File: src/rtl/contador_ad_mod_2dig_pkg.sv
// Shared helpers for the time-field counters: standard ranges, range check, binary->BCD.
// Pure functions and constants; no latency, no flow control.
package contador_ad_mod_2dig_pkg;

    localparam int unsigned MOD_HH    = 23;
    localparam int unsigned MOD_MM_SS = 59;
    localparam int unsigned MOD_DD    = 31;
    localparam int unsigned MOD_MES   = 12;

    function automatic logic f_in_range(input int unsigned v,
                                        input int unsigned lo,
                                        input int unsigned hi);
        return (v >= lo) && (v <= hi);
    endfunction

    // Compare-subtract chain, valid for 0..99; returns {tens, units}.
    function automatic logic [7:0] f_bin2bcd2(input logic [6:0] v);
        logic [6:0] rem;
        logic [3:0] tens;
        rem  = v;
        tens = 4'd0;
        if (rem >= 7'd80) begin tens[3] = 1'b1; rem = rem - 7'd80; end
        if (rem >= 7'd40) begin tens[2] = 1'b1; rem = rem - 7'd40; end
        if (rem >= 7'd20) begin tens[1] = 1'b1; rem = rem - 7'd20; end
        if (rem >= 7'd10) begin tens[0] = 1'b1; rem = rem - 7'd10; end
        return {tens, rem[3:0]};
    endfunction

endpackage

File: src/rtl/contador_ad_mod_2dig_detector_flanco.sv
// Rising-edge detector: one-cycle tick when i_in goes 0->1 (combinational from the flop).
// Flop resets to 1 so a level already high at reset release produces no tick; no backpressure.
module contador_ad_mod_2dig_detector_flanco (
    input  logic i_clk,
    input  logic i_reset,
    input  logic i_in,
    output logic o_tick
);

    logic r_in_q;

    always_ff @(posedge i_clk or negedge i_reset) begin
        if (!i_reset) r_in_q <= 1'b1;
        else          r_in_q <= i_in;
    end

    assign o_tick = i_in & ~r_in_q;

endmodule

File: src/rtl/contador_ad_mod_2dig.sv
// Up/down range counter with wrap/saturate, sync load, carry/borrow/load_err pulses and BCD out.
// Edge at k -> count/pulses at k+1 -> digits at k+2; no backpressure, ticks never stall.
module contador_ad_mod_2dig
    import contador_ad_mod_2dig_pkg::*;
#(
    parameter int unsigned N       = 5,
    parameter int unsigned MOD_MIN = 0,
    parameter int unsigned MOD_MAX = MOD_HH,
    parameter bit          WRAP    = 1'b1
) (
    input  logic         i_clk,
    input  logic         i_reset,
    input  logic         i_en_up,
    input  logic         i_en_down,
    input  logic         i_load,
    input  logic [N-1:0] i_load_val,
    output logic [N-1:0] o_count,
    output logic         o_carry,
    output logic         o_borrow,
    output logic         o_load_err,
    output logic [3:0]   o_digit1,
    output logic [3:0]   o_digit0
);

    localparam logic [N-1:0] L_MIN     = N'(MOD_MIN);
    localparam logic [N-1:0] L_MAX     = N'(MOD_MAX);
    localparam logic [N-1:0] L_ONE     = N'(1);
    localparam logic [7:0]   L_RST_BCD = f_bin2bcd2(7'(MOD_MIN));

    logic         w_up_tick;
    logic         w_dn_tick;
    logic         w_count_legal;
    logic         w_load_legal;
    logic [N-1:0] w_count_nxt;
    logic         w_carry_nxt;
    logic         w_borrow_nxt;
    logic         w_load_err_nxt;
    logic [7:0]   w_bcd;

    logic [N-1:0] r_count;
    logic         r_carry;
    logic         r_borrow;
    logic         r_load_err;
    logic [3:0]   r_digit1;
    logic [3:0]   r_digit0;

    contador_ad_mod_2dig_detector_flanco u_det_up (
        .i_clk   (i_clk),
        .i_reset (i_reset),
        .i_in    (i_en_up),
        .o_tick  (w_up_tick)
    );

    contador_ad_mod_2dig_detector_flanco u_det_dn (
        .i_clk   (i_clk),
        .i_reset (i_reset),
        .i_in    (i_en_down),
        .o_tick  (w_dn_tick)
    );

    assign w_count_legal = f_in_range(32'(r_count), MOD_MIN, MOD_MAX);
    assign w_load_legal  = f_in_range(32'(i_load_val), MOD_MIN, MOD_MAX);

    // An illegal count (upset) is pulled back to MOD_MIN by the next tick.
    always_comb begin
        w_count_nxt    = r_count;
        w_carry_nxt    = 1'b0;
        w_borrow_nxt   = 1'b0;
        w_load_err_nxt = 1'b0;
        if (i_load) begin
            if (w_load_legal) w_count_nxt    = i_load_val;
            else              w_load_err_nxt = 1'b1;
        end else if (w_up_tick && w_dn_tick) begin
            w_count_nxt = r_count;
        end else if (w_up_tick) begin
            if (!w_count_legal) begin
                w_count_nxt = L_MIN;
            end else if (r_count == L_MAX) begin
                if (WRAP) begin
                    w_count_nxt = L_MIN;
                    w_carry_nxt = 1'b1;
                end
            end else begin
                w_count_nxt = r_count + L_ONE;
            end
        end else if (w_dn_tick) begin
            if (!w_count_legal) begin
                w_count_nxt = L_MIN;
            end else if (r_count == L_MIN) begin
                if (WRAP) begin
                    w_count_nxt  = L_MAX;
                    w_borrow_nxt = 1'b1;
                end
            end else begin
                w_count_nxt = r_count - L_ONE;
            end
        end
    end

    assign w_bcd = w_count_legal ? f_bin2bcd2(7'(r_count)) : 8'h00;

    always_ff @(posedge i_clk or negedge i_reset) begin
        if (!i_reset) begin
            r_count    <= L_MIN;
            r_carry    <= 1'b0;
            r_borrow   <= 1'b0;
            r_load_err <= 1'b0;
            r_digit1   <= L_RST_BCD[7:4];
            r_digit0   <= L_RST_BCD[3:0];
        end else begin
            r_count    <= w_count_nxt;
            r_carry    <= w_carry_nxt;
            r_borrow   <= w_borrow_nxt;
            r_load_err <= w_load_err_nxt;
            r_digit1   <= w_bcd[7:4];
            r_digit0   <= w_bcd[3:0];
        end
    end

    assign o_count    = r_count;
    assign o_carry    = r_carry;
    assign o_borrow   = r_borrow;
    assign o_load_err = r_load_err;
    assign o_digit1   = r_digit1;
    assign o_digit0   = r_digit0;

endmodule

File: config.mk
export PLATFORM = sky130hd
export DESIGN_NAME = contador_ad_mod_2dig
export DESIGN_NICKNAME = d
export VERILOG_FILES = /design/src/rtl/contador_ad_mod_2dig_pkg.sv /design/src/rtl/contador_ad_mod_2dig_detector_flanco.sv /design/src/rtl/contador_ad_mod_2dig.sv
export SDC_FILE = /design/constraint.sdc
export NUM_CORES = 1
export LEC_CHECK = 0
export ABC_AREA = 1
export CAP_MARGIN = 30
export CORE_ASPECT_RATIO = 0.5
export CORE_MARGIN = 2
export CORE_UTILIZATION = 45
export CTS_BUF_LIST = sky130_fd_sc_hd__clkbuf_16
export DETAILED_ROUTE_END_ITERATION = 7
export PLACE_DENSITY_LB_ADDON = 0.12
export SKIP_CTS_REPAIR_TIMING = 1
export SLEW_MARGIN = 20
export SYNTH_ARGS = -nofsm -noshare
export SYNTH_HDL_FRONTEND = slang
export SYNTH_SLANG_ARGS = --single-unit
File: constraint.sdc
create_clock -name i_clk -period 1.7 [get_ports i_clk]
set_clock_uncertainty 0.05 [all_clocks]
set_input_delay 0.255 -clock i_clk [delete_from_list [all_inputs] [get_ports i_clk]]
set_output_delay 0.255 -clock i_clk [all_outputs]
set_load 0.005 [all_outputs]
Word-level counts from Yosys, hierarchy flattened
Cells that the tools add are included.
{"block": "word_totals", "n_memories": 0, "out_inout_bits": 16, "ff_bits": 18, "mem_bits_ro": 0, "in_bits": 10, "elab_cells": 62, "latchBits": 0, "ram_bits": 0}
{"block": "classes", "n_mux": 31, "div": 0, "eq_ne": 3, "add_sub_neg": 6, "shift": 0, "bitwise_logic": 4, "multipliers": 0, "n_lt_le_gt_ge": 6, "reduce_logical": 4}
{"op": "2-to-1 mux 5 bit", "n": 9}
{"op": "2-to-1 mux 7 bit", "n": 3}
{"op": "2-to-1 mux 1 bit", "n": 17}
{"op": "less-or-equal comparator 5 bit (second input constant)", "n": 2}
{"op": "2-to-1 mux 8 bit", "n": 1}
{"op": "greater-or-equal comparator 5 x 7 -> 1 bit (second input constant)", "n": 1}
{"op": "greater-or-equal comparator 7 x 4 -> 1 bit (second input constant)", "n": 1}
{"op": "greater-or-equal comparator 7 x 5 -> 1 bit (second input constant)", "n": 1}
{"op": "greater-or-equal comparator 7 x 6 -> 1 bit (second input constant)", "n": 1}
{"op": "subtractor 5 x 7 -> 7 bit (second input constant)", "n": 1}
{"op": "subtractor 7 x 5 -> 7 bit (second input constant)", "n": 1}
{"op": "subtractor 7 x 6 -> 7 bit (second input constant)", "n": 1}
{"op": "adder 5 x 1 -> 5 bit (second input constant)", "n": 1}
{"op": "equality test 5 bit (second input constant)", "n": 1}
{"op": "logical NOT 5 bit", "n": 1}
{"op": "subtractor 5 x 1 -> 5 bit (second input constant)", "n": 1}
{"op": "2-to-1 mux 4 bit", "n": 1}
{"op": "subtractor 4 bit (second input constant)", "n": 1}
{"op": "AND reduction 3 bit", "n": 1}
{"op": "nonzero test 3 bit", "n": 1}
{"op": "AND 1 bit", "n": 2}
{"op": "!= test 2 x 1 -> 1 bit (second input constant)", "n": 1}
{"op": "!= test 2 bit (second input constant)", "n": 1}
{"op": "inverter 1 bit", "n": 2}
{"op": "logical AND 1 bit", "n": 1}

Logic depth before layout (Yosys ltp)
Gate-level depths: netlist of the first run.
{"block": "logic_depth", "ltp_word": 9, "mapped_depth": 12, "ltp_nobuf": 11}

By module
A second synthesis of the first run with hierarchy kept.
{"block": "hier_totals", "hier_cells": 150, "area_unflattened_um2": 1148.6}
{"mod": "contador_ad_mod_2dig", "n_inst": 1, "area_each_um2": 1076.0, "seq_area_each_um2": 350.3, "cells_each": 144}
{"mod": "contador_ad_mod_2dig_detector_flanco", "n_inst": 2, "area_each_um2": 36.3, "seq_area_each_um2": 26.3, "cells_each": 3}

Least setup slack after synthesis of the first run
Ideal clock, no wire load.
{"block": "synth_timing", "path_type": "register to register", "from": "register r_count[2] (netlist: o_count[2])", "to": "register r_digit0[1] (netlist: o_digit0[1])", "path_slack_ns": -0.051, "setup_time_ns": 0.069, "period_less_slack_ns": 1.751, "t_arrival_ns": 1.632, "path_stages_with_launch": 12, "path_cell_list": "dfrtp_1 buf_6 inv_4 ha_1 inv_1 ha_1 nand3b_4 nand2_2 nand2_2 nor2_4 nor2_2 nor2_2"}
{"block": "synth_via", "elab_chain_len": 9, "word_cells_on_any_way": 14, "cone_classes": "add/sub: 4; order compare: 5; mux: 5"}
{"element": "from (decl)", "line": "contador_ad_mod_2dig.sv:40", "source": "logic [N-1:0] r_count;"}
{"element": "from (signal assigned)", "line": "contador_ad_mod_2dig.sv:111", "source": "r_count <= w_count_nxt;"}
{"element": "subtractor 5 x 7 -> 7 bit or greater-or-equal comparator 5 x 7 -> 1 bit (tied branches)", "line": "contador_ad_mod_2dig_pkg.sv:22", "source": "if (rem >= 7'd80) begin tens[3] = 1'b1; rem = rem - 7'd80; end"}
{"element": "2-to-1 mux 7 bit", "line": "contador_ad_mod_2dig_pkg.sv:22"}
{"element": "subtractor 7 x 6 -> 7 bit or greater-or-equal comparator 7 x 6 -> 1 bit (tied branches)", "line": "contador_ad_mod_2dig_pkg.sv:23", "source": "if (rem >= 7'd40) begin tens[2] = 1'b1; rem = rem - 7'd40; end"}
{"element": "2-to-1 mux 7 bit", "line": "contador_ad_mod_2dig_pkg.sv:23"}
{"element": "subtractor 7 x 5 -> 7 bit or greater-or-equal comparator 7 x 5 -> 1 bit (tied branches)", "line": "contador_ad_mod_2dig_pkg.sv:24", "source": "if (rem >= 7'd20) begin tens[1] = 1'b1; rem = rem - 7'd20; end"}
{"element": "2-to-1 mux 7 bit", "line": "contador_ad_mod_2dig_pkg.sv:24"}
{"element": "greater-or-equal comparator 7 x 4 -> 1 bit or subtractor 4 bit (tied branches)", "line": "contador_ad_mod_2dig_pkg.sv:25", "source": "if (rem >= 7'd10) begin tens[0] = 1'b1; rem = rem - 7'd10; end"}
{"element": "2-to-1 mux 4 bit", "line": "contador_ad_mod_2dig_pkg.sv:25"}
{"element": "2-to-1 mux 8 bit (*)", "line": "contador_ad_mod_2dig.sv:100", "source": "assign w_bcd = w_count_legal ? f_bin2bcd2(7'(r_count)) : 8'h00;"}
{"element": "named net w_bcd[1]", "line": "contador_ad_mod_2dig.sv:38", "source": "logic [7:0] w_bcd;"}
{"element": "to (signal assigned)", "line": "contador_ad_mod_2dig.sv:109", "source": "r_digit0 <= L_RST_BCD[3:0];"}
{"element": "to (signal assigned)", "line": "contador_ad_mod_2dig.sv:116", "source": "r_digit0 <= w_bcd[3:0];"}
{"element": "to (decl)", "line": "contador_ad_mod_2dig.sv:45", "source": "logic [3:0] r_digit0;"}
The timed path passes the listed nets; every way through them passes the cells marked *.
A chain may end at the register's enable or synchronous reset.

Final worst setup path of the first run
{"block": "layout_timing", "from": "register r_count[3] (netlist: o_count[3])", "to": "output port o_count[3]"}
{"element": "to (decl)", "line": "contador_ad_mod_2dig.sv:17", "source": "output logic [N-1:0] o_count,"}
No word-level cell between the ends.

==> results of run 1 <==
-- worst paths after layout --
path | startpoint | end | slack, ps | cells after the start
worst max-delay path | o_count[3]$_DFFE_PN0P_ | o_count[3] | 50 | 2
worst min-delay path | i_reset | o_digit0[3]$_DFF_PN0_ | 280 | 2
worst max register to register | o_count[3]$_DFFE_PN0P_ | o_digit0[2]$_DFF_PN0_ | 70 | 10
worst min register to register | u_det_dn.r_in_q$_DFF_PN1_ | o_carry$_DFF_PN0_ | 600 | 4
max in group asynchronous | i_reset | u_det_dn.r_in_q$_DFF_PN1_ | 1070 | 2
min in group i_clk | i_en_down | u_det_dn.r_in_q$_DFF_PN1_ | 390 | 1
-- power by group through the flow --
stage / clock, mW / combinational (mW) / sequential [mW]
final: 0.452 / 1.02 / 0.541
after global routing: 0.492 / 1.14 / 0.556
after CTS: 0.471 / 1.01 / 0.538
after detailed placement: 0 / 1.00 / 0.544
after global placement: 0 / 0.992 / 0.543
after floorplan: 0 / 0.624 / 0.542
-- metal layers --
layer | wire, um | track usage (%)
met1 | 1250 | 23.6
met2 | 1180 | 32.1
met3 | 132 | 4.95
met4 | 10 | 4.09
met5 | 0 | 0
-- cells in the mapped netlist (all sizes together) --
| library cell | count |
|---|---|
| inv | 20 |
| nor3 | 3 |
| dfrtp | 14 |
| or2 | 1 |
| ha | 8 |
| nand3 | 18 |
| conb | 1 |
| a21oi | 9 |
| o21ai | 5 |
| nor2 | 22 |
| buf | 6 |
| xor2 | 1 |
| dfstp | 2 |
| xnor2 | 1 |
| nand4 | 3 |
| and3 | 1 |
| nand2 | 32 |
| a21o | 1 |
| nand3b | 2 |
-- flip-flops by register name, indices dropped and copies added (netlist names) --
signal,cells
o_borrow,1
o_count,5
u_det_up.r_in_q,1
u_det_dn.r_in_q,1
o_digit0,4
o_carry,1
o_load_err,1
o_digit1,2
-- per-stage QoR --
step                setup TNS, ps  utilization (%)
floorplan                       0                -
global placement                0             60.6
detailed placement              0             60.6
CTS                         -70.5             63.7
global route                    0             64.4
finish                          0             64.4
-- layout make-up --
cell class,count,area share [%]
multi-input cells,109,39.9
clock inverters,1,0.230
clock buffers,3,4.59
inverters,20,5.20
repair buffers,41,22.3
flip-flops and latches,16,24.9
well taps,37,2.83
-- cell families (layout without fill, tap and decap cells) --
kind of cell,count (synthesis),in the layout
compound gates,15,15
xor+xnor,2,2
fa+ha+maj,8,8
buf+inv,26,65
flops,16,16
other cells,1,2
simple gates,82,82
-- cells in the final DEF, fill, tap and decap left out, types with 2 or more instances in the layout --
cell type	n
a21oi_1	9
buf_4	18
clkbuf_16	3
clkdlybuf4s50_1	23
conb_1	2
dfrtp_1	11
dfrtp_2	3
dfstp_2	2
ha_1	7
inv_1	16
inv_2	2
nand2_1	27
nand2_2	3
nand3_1	15
nand3_2	2
nand4_1	3
nor2_1	17
nor2_2	4
nor3_1	3
o21ai_0	3
o21ai_1	2
-- worst reg2reg max path, cell delays in order, from the launching register on --
cell and delay, ps:
dfrtp_2 450, clkinv_4 80, ha_4 130, inv_1 40, ha_1 260, nand3b_4 160
nand2_4 80, nand2_2 70, nor2_4 110, nand3_1 70, nand2_1 60
==> metrics.cfg, run 1 <==
[route]
drt-total-wl_um = 2580
drtIter0Drc = 53
drtPass1Iterations = 4
routedWlPerCell_um = 11.4
vias = 1064
postRouteAntennaNets = 0
viasPerCell = 4.69
drc = 0

[clocking]
root_buffer = clkbuf_16
numCtsBuffers = 3
clkSinkCount = 16
cts_tree = done
clockBufferDepth = 2
clkTransAtPathRegs_ps = 50
htree_levels = 1
insertion_delay_ps = 240

[global_route]
antenna_found_initial = 0
grt_first_pass_wirelength_um = 4220
grt_usage_pct = 18.3
grt_overflow_total = 0
grt_pass1_vias = 942
grt_max_degree = 17

[critical_path]
cp_num_buf_inv = 2
arrival_ps = 1350
path_delay_family = buffers and inverters
cp_max_fo = 6
slowest_delay_ps = 500
crit_type = reg2out
path_cells = buf_4 > clkdlybuf4s50_1
cp_slowest_cell = clkdlybuf4s50_1
end_kind = output pin
critPathLaunchType = register
required_ps = 1390

[min_path]
hold_path_class = in2async

[power_and_ir_drop]
p_leak_nw = 0.814
p_clk_share_pct = 22.4
p_sw_mw = 0.700
power_mw = 2.02
switching_share_pct = 34.7
p_seq_share_pct = 26.8
intPower_mw = 1.32
p_comb_share_pct = 50.8
irDropWorstVdd_uv = 393
power_density_nw_per_um2 = 1230

[timing]
period_share_pct = 97.2
post-route-min-period_ps = 1650
hold_viol = 0
whs_ps = 279
fin_ws_ps = 48.3
final_max_slew_viol_count = 0
setup_viol_count_final = 0
fmax_mhz = 605
rsz0062_at_grt = false

[logic_synthesis]
synth_top_area_cell = dfrtp_1
synth-seq-cells = 16
yosys-top-cells-area = dfrtp_1 30%, nand2_1 8.6%, ha_1 8.5%
syn_inst = 150
syn_area_per_cell_um2 = 7.82
synth_compound_area_share_pct = 6.61
yosysSeqAreaShare_pct = 34.3
synth_adder_area_share_pct = 8.53
synth_cell_types = 31
synth_top_area_share_pct = 29.9
synth_xor_xnor_area_share_pct = 1.49
synth-simple-area-share_pct = 36.9
synth_top_family_by_area = simple AND/OR/NAND/NOR gates
netlist_area_um2 = 1170
ys_warn_count = 0
synthMuxAreaShare_pct = 0

[final_layout]
seq_area_um2 = 407
syn2layout_area_growth_pct = 39.3
drive_gt1_share_pct = 23.7
final_nets = 209
final_area_um2 = 1640
instances_no_fill = 227
multi_input_area_um2 = 653
n_fill_cell = 237
n_antenna_cell = 0

[floorplanning]
die_w_um = 76.2
die_h_um = 40.1
initial_core_util_pct = 46.3
core_um2 = 2540
dieArea_um2 = 3060
rows = 13
io_pins = 26

[placement]
dp_slack_ps = 26.5
dp_hpwl_um = 2010
dp_cells = 221
place_area_um2 = 1540
place_congestion = 0.867
portBuffers = 23

[status]
status = complete, no violations

[flow_run]
maxCapViolations = 0

No activity file was read; power rests on OpenSTA's default activity.
==> run 2: changes to the inputs <==
ABC_AREA = not set   (was 1)
CORE_ASPECT_RATIO = not set   (was 0.5)
CORE_UTILIZATION = 44   (was 45)
TNS_END_PERCENT = 100   (was not set)
==> metrics.cfg, run 2 <==
[clocking]
insertion_delay_ps = 250  ; about the same
clkTransAtPathRegs_ps = 50  ; about the same
htree_levels = 1  ; unchanged
root_buffer = clkbuf_16
clockBufferDepth = 2  ; unchanged
numCtsBuffers = 3  ; unchanged
clkSinkCount = 16  ; unchanged
cts_tree = done

[route]
viasPerCell = 5.60  ; +20%
vias = 1098  ; +3.2%
drt-total-wl_um = 3260  ; +26%
drc = 0  ; unchanged
postRouteAntennaNets = 0  ; unchanged
drtIter0Drc = 30  ; -43%
drtPass1Iterations = 4  ; unchanged
routedWlPerCell_um = 16.6  ; +46%

[final_layout]
largest_reg_flops = 5  ; unchanged
mostFrequentLayoutCells = 29 x buf_4, 22 x clkdlybuf4s50_1, 10 x nand2_1
instances_no_fill = 196  ; -14%
drive_gt1_share_pct = 38.7  ; +15 points
final_nets = 187  ; -11%
syn2layout_area_growth_pct = 64.5
n_antenna_cell = 0  ; unchanged
final_common_cell = buf_4

[floorplanning]
rows = 17  ; +4
io_pins = 26  ; unchanged
initial_core_util_pct = 47.4  ; +1.1 points
die_w_um = 53.3  ; -30%
dieArea_um2 = 2840  ; -7.1%
die_h_um = 53.3  ; +33%
core_um2 = 2250  ; -11%

[logic_synthesis]
netlist_area_um2 = 1070  ; -9.0%
ys.flop_type = dfrtp_1
syn_inst = 116  ; -23%
yosysSeqAreaShare_pct = 37.7  ; +3.4 points
synthArstFlopShare_pct = 100  ; unchanged
ys_warn_count = 0  ; unchanged
synth_top_area_cell = dfrtp_1
yosysMostFrequentCell = dfrtp_1
synth_top_area_share_pct = 32.8  ; +2.9 points
synth_cell_types = 41  ; +32%
synth-seq-cells = 16  ; unchanged
synth_edf_count = 0  ; unchanged
yosys-top-cells-area = dfrtp_1 33%, ha_1 9.4%, dfstp_2 4.9%
synth_common_cells = 14 x dfrtp_1, 10 x nand2_1, 9 x nor2_1
syn_area_per_cell_um2 = 9.21  ; +18%

[critical_path]
required_ps = 1780  ; +390 ps
crit_type = reg2reg
reg2reg_from = o_count[3]$_DFFE_PN0P_
end_kind = register
critPathMostFrequentCell = ha_4
arrival_ps = 1900  ; +550 ps
rr_worst_depth = 8  ; -2
critPathLaunchType = register
slowest_delay_ps = 460  ; -40 ps
worstReg2RegEnd = o_digit0[2]$_DFF_PN0_
cp_num_buf_inv = 2  ; unchanged
path_delay_family = compound AO/OA/AOI/OAI gates
path_cells = inv_4 > ha_4 > inv_2 > ha_4 > nand2b_4 > o21ai_4 > o21ai_1 > a221oi_1
cp_max_fo = 5  ; -1
startpoint = o_count[3]$_DFFE_PN0P_
cp_slowest_cell = dfrtp_2
r2r_slack_ps = -120  ; -190 ps

[power_and_ir_drop]
p_clk_share_pct = 20.5  ; -1.9 points
power_density_nw_per_um2 = 1310  ; +6.4%
irDropWorstVdd_uv = 1140  ; +190%
switching_share_pct = 35.8  ; +1.1 points
power_mw = 2.31  ; +14%
p_sw_mw = 0.827  ; +18%
intPower_mw = 1.48  ; +12%
p_comb_share_pct = 54.7  ; +3.9 points
p_seq_share_pct = 24.8  ; -2.0 points
p_leak_nw = 0.756  ; -7.1%

[timing]
post-route-min-period_ps = 1820  ; +165 ps
setup_viol_count_final = 6  ; +6
period_share_pct = 107  ; +9.7 points
whs_ps = 278  ; -0.433 ps
fin_ws_ps = -116  ; -165 ps
rsz0062_at_grt = true
fmax_mhz = 551  ; -9.1%
final_max_slew_viol_count = 0  ; unchanged
hold_viol = 0  ; unchanged

[min_path]
hold_path_class = in2async

[placement]
dp_cells = 189  ; -14%
dp_hpwl_um = 2080  ; +3.7%
place_congestion = 0.921  ; +6.3%
portBuffers = 23  ; unchanged

[global_route]
grt_pass1_vias = 971  ; +3.1%
grt_max_degree = 17  ; unchanged
grt_overflow_total = 0  ; unchanged
grt_first_pass_wirelength_um = 4420  ; +4.8%
antenna_found_initial = 0  ; unchanged
grt_usage_pct = 22.0  ; +3.7 points

[status]
status = finished, violations left
violations = setup timing

[flow_run]
maxCapViolations = 0  ; unchanged

[run 2: worst max-delay path by stage]
stage,end,slack [ps],cells past startpoint
finish,o_digit0[2]$_DFF_PN0_,-120,8
global placement,o_count[4]$_DFFE_PN0P_,-100,6
floorplan,o_count[2]$_DFFE_PN0P_,-40,7
global route,o_digit0[2]$_DFF_PN0_,-160,8
CTS,o_digit0[1]$_DFF_PN0_,-140,9
detailed placement,o_count[4]$_DFFE_PN0P_,-180,6
[run 2: power by group through the flow]
stage          clock network, mW  logic [mW]  registers [mW]
5_1_grt                    0.493        1.36           0.575
6_report                   0.474        1.26           0.572
3_5_place_dp                   0        1.07           0.553
4_1_cts                    0.474        1.08           0.546
3_3_place_gp                   0        1.05           0.549
2_1_floorplan                  0       0.574           0.560
[run 2: layer usage]
metal	global-route usage [%]	part of all wire (%)	vias up
met3	3.39	3.5	8
met4	13.7	3.0	0
li1	-	-	512
met5	0	0	-
met1	28.3	45	545
met2	34.2	48	33
[run 2: logic make-up (layout without fill, tap and decap cells)]
kind of cell	after synthesis	after routing	share of synthesized area [%]
mux	1	1	1.05
fa+ha+maj	8	8	9.37
simple gates	41	41	19.6
xor+xnor	3	3	2.46
buf+inv	14	65	7.14
compound gates	32	32	22.4
flops	16	16	37.7
other cells	1	2	0.351
[run 2: final cells by class]
cell class / count / area [um2]
multi-input combinational: 87 / 733
fill: 163 / 497
timing repair buffer: 54 / 473
sequential: 16 / 409
clock buffer: 3 / 75.1
tap: 28 / 35.0
inverter: 7 / 28.8
clock inverter: 1 / 3.75
[run 2: worst reg2reg max path: stages, from the launching register on]
cell and delay (ps):
dfrtp_2 460, inv_4 100, ha_4 130, inv_2 50, ha_4 200, nand2b_4 140, o21ai_4 160, o21ai_1 90
a221oi_1 320
[run 2: stage by stage]
step | setup TNS [ps] | cell area (um2) | util [%] | setup WS (ps)
floorplan | -130 | 1110 | - | -42.3
global placement | -435 | 1540 | 68.2 | -102
detailed placement | -926 | 1540 | 68.2 | -182
CTS | -759 | 1620 | 71.7 | -136
global route | -649 | 1760 | 78.0 | -159
finish | -204 | 1760 | 78.0 | -116
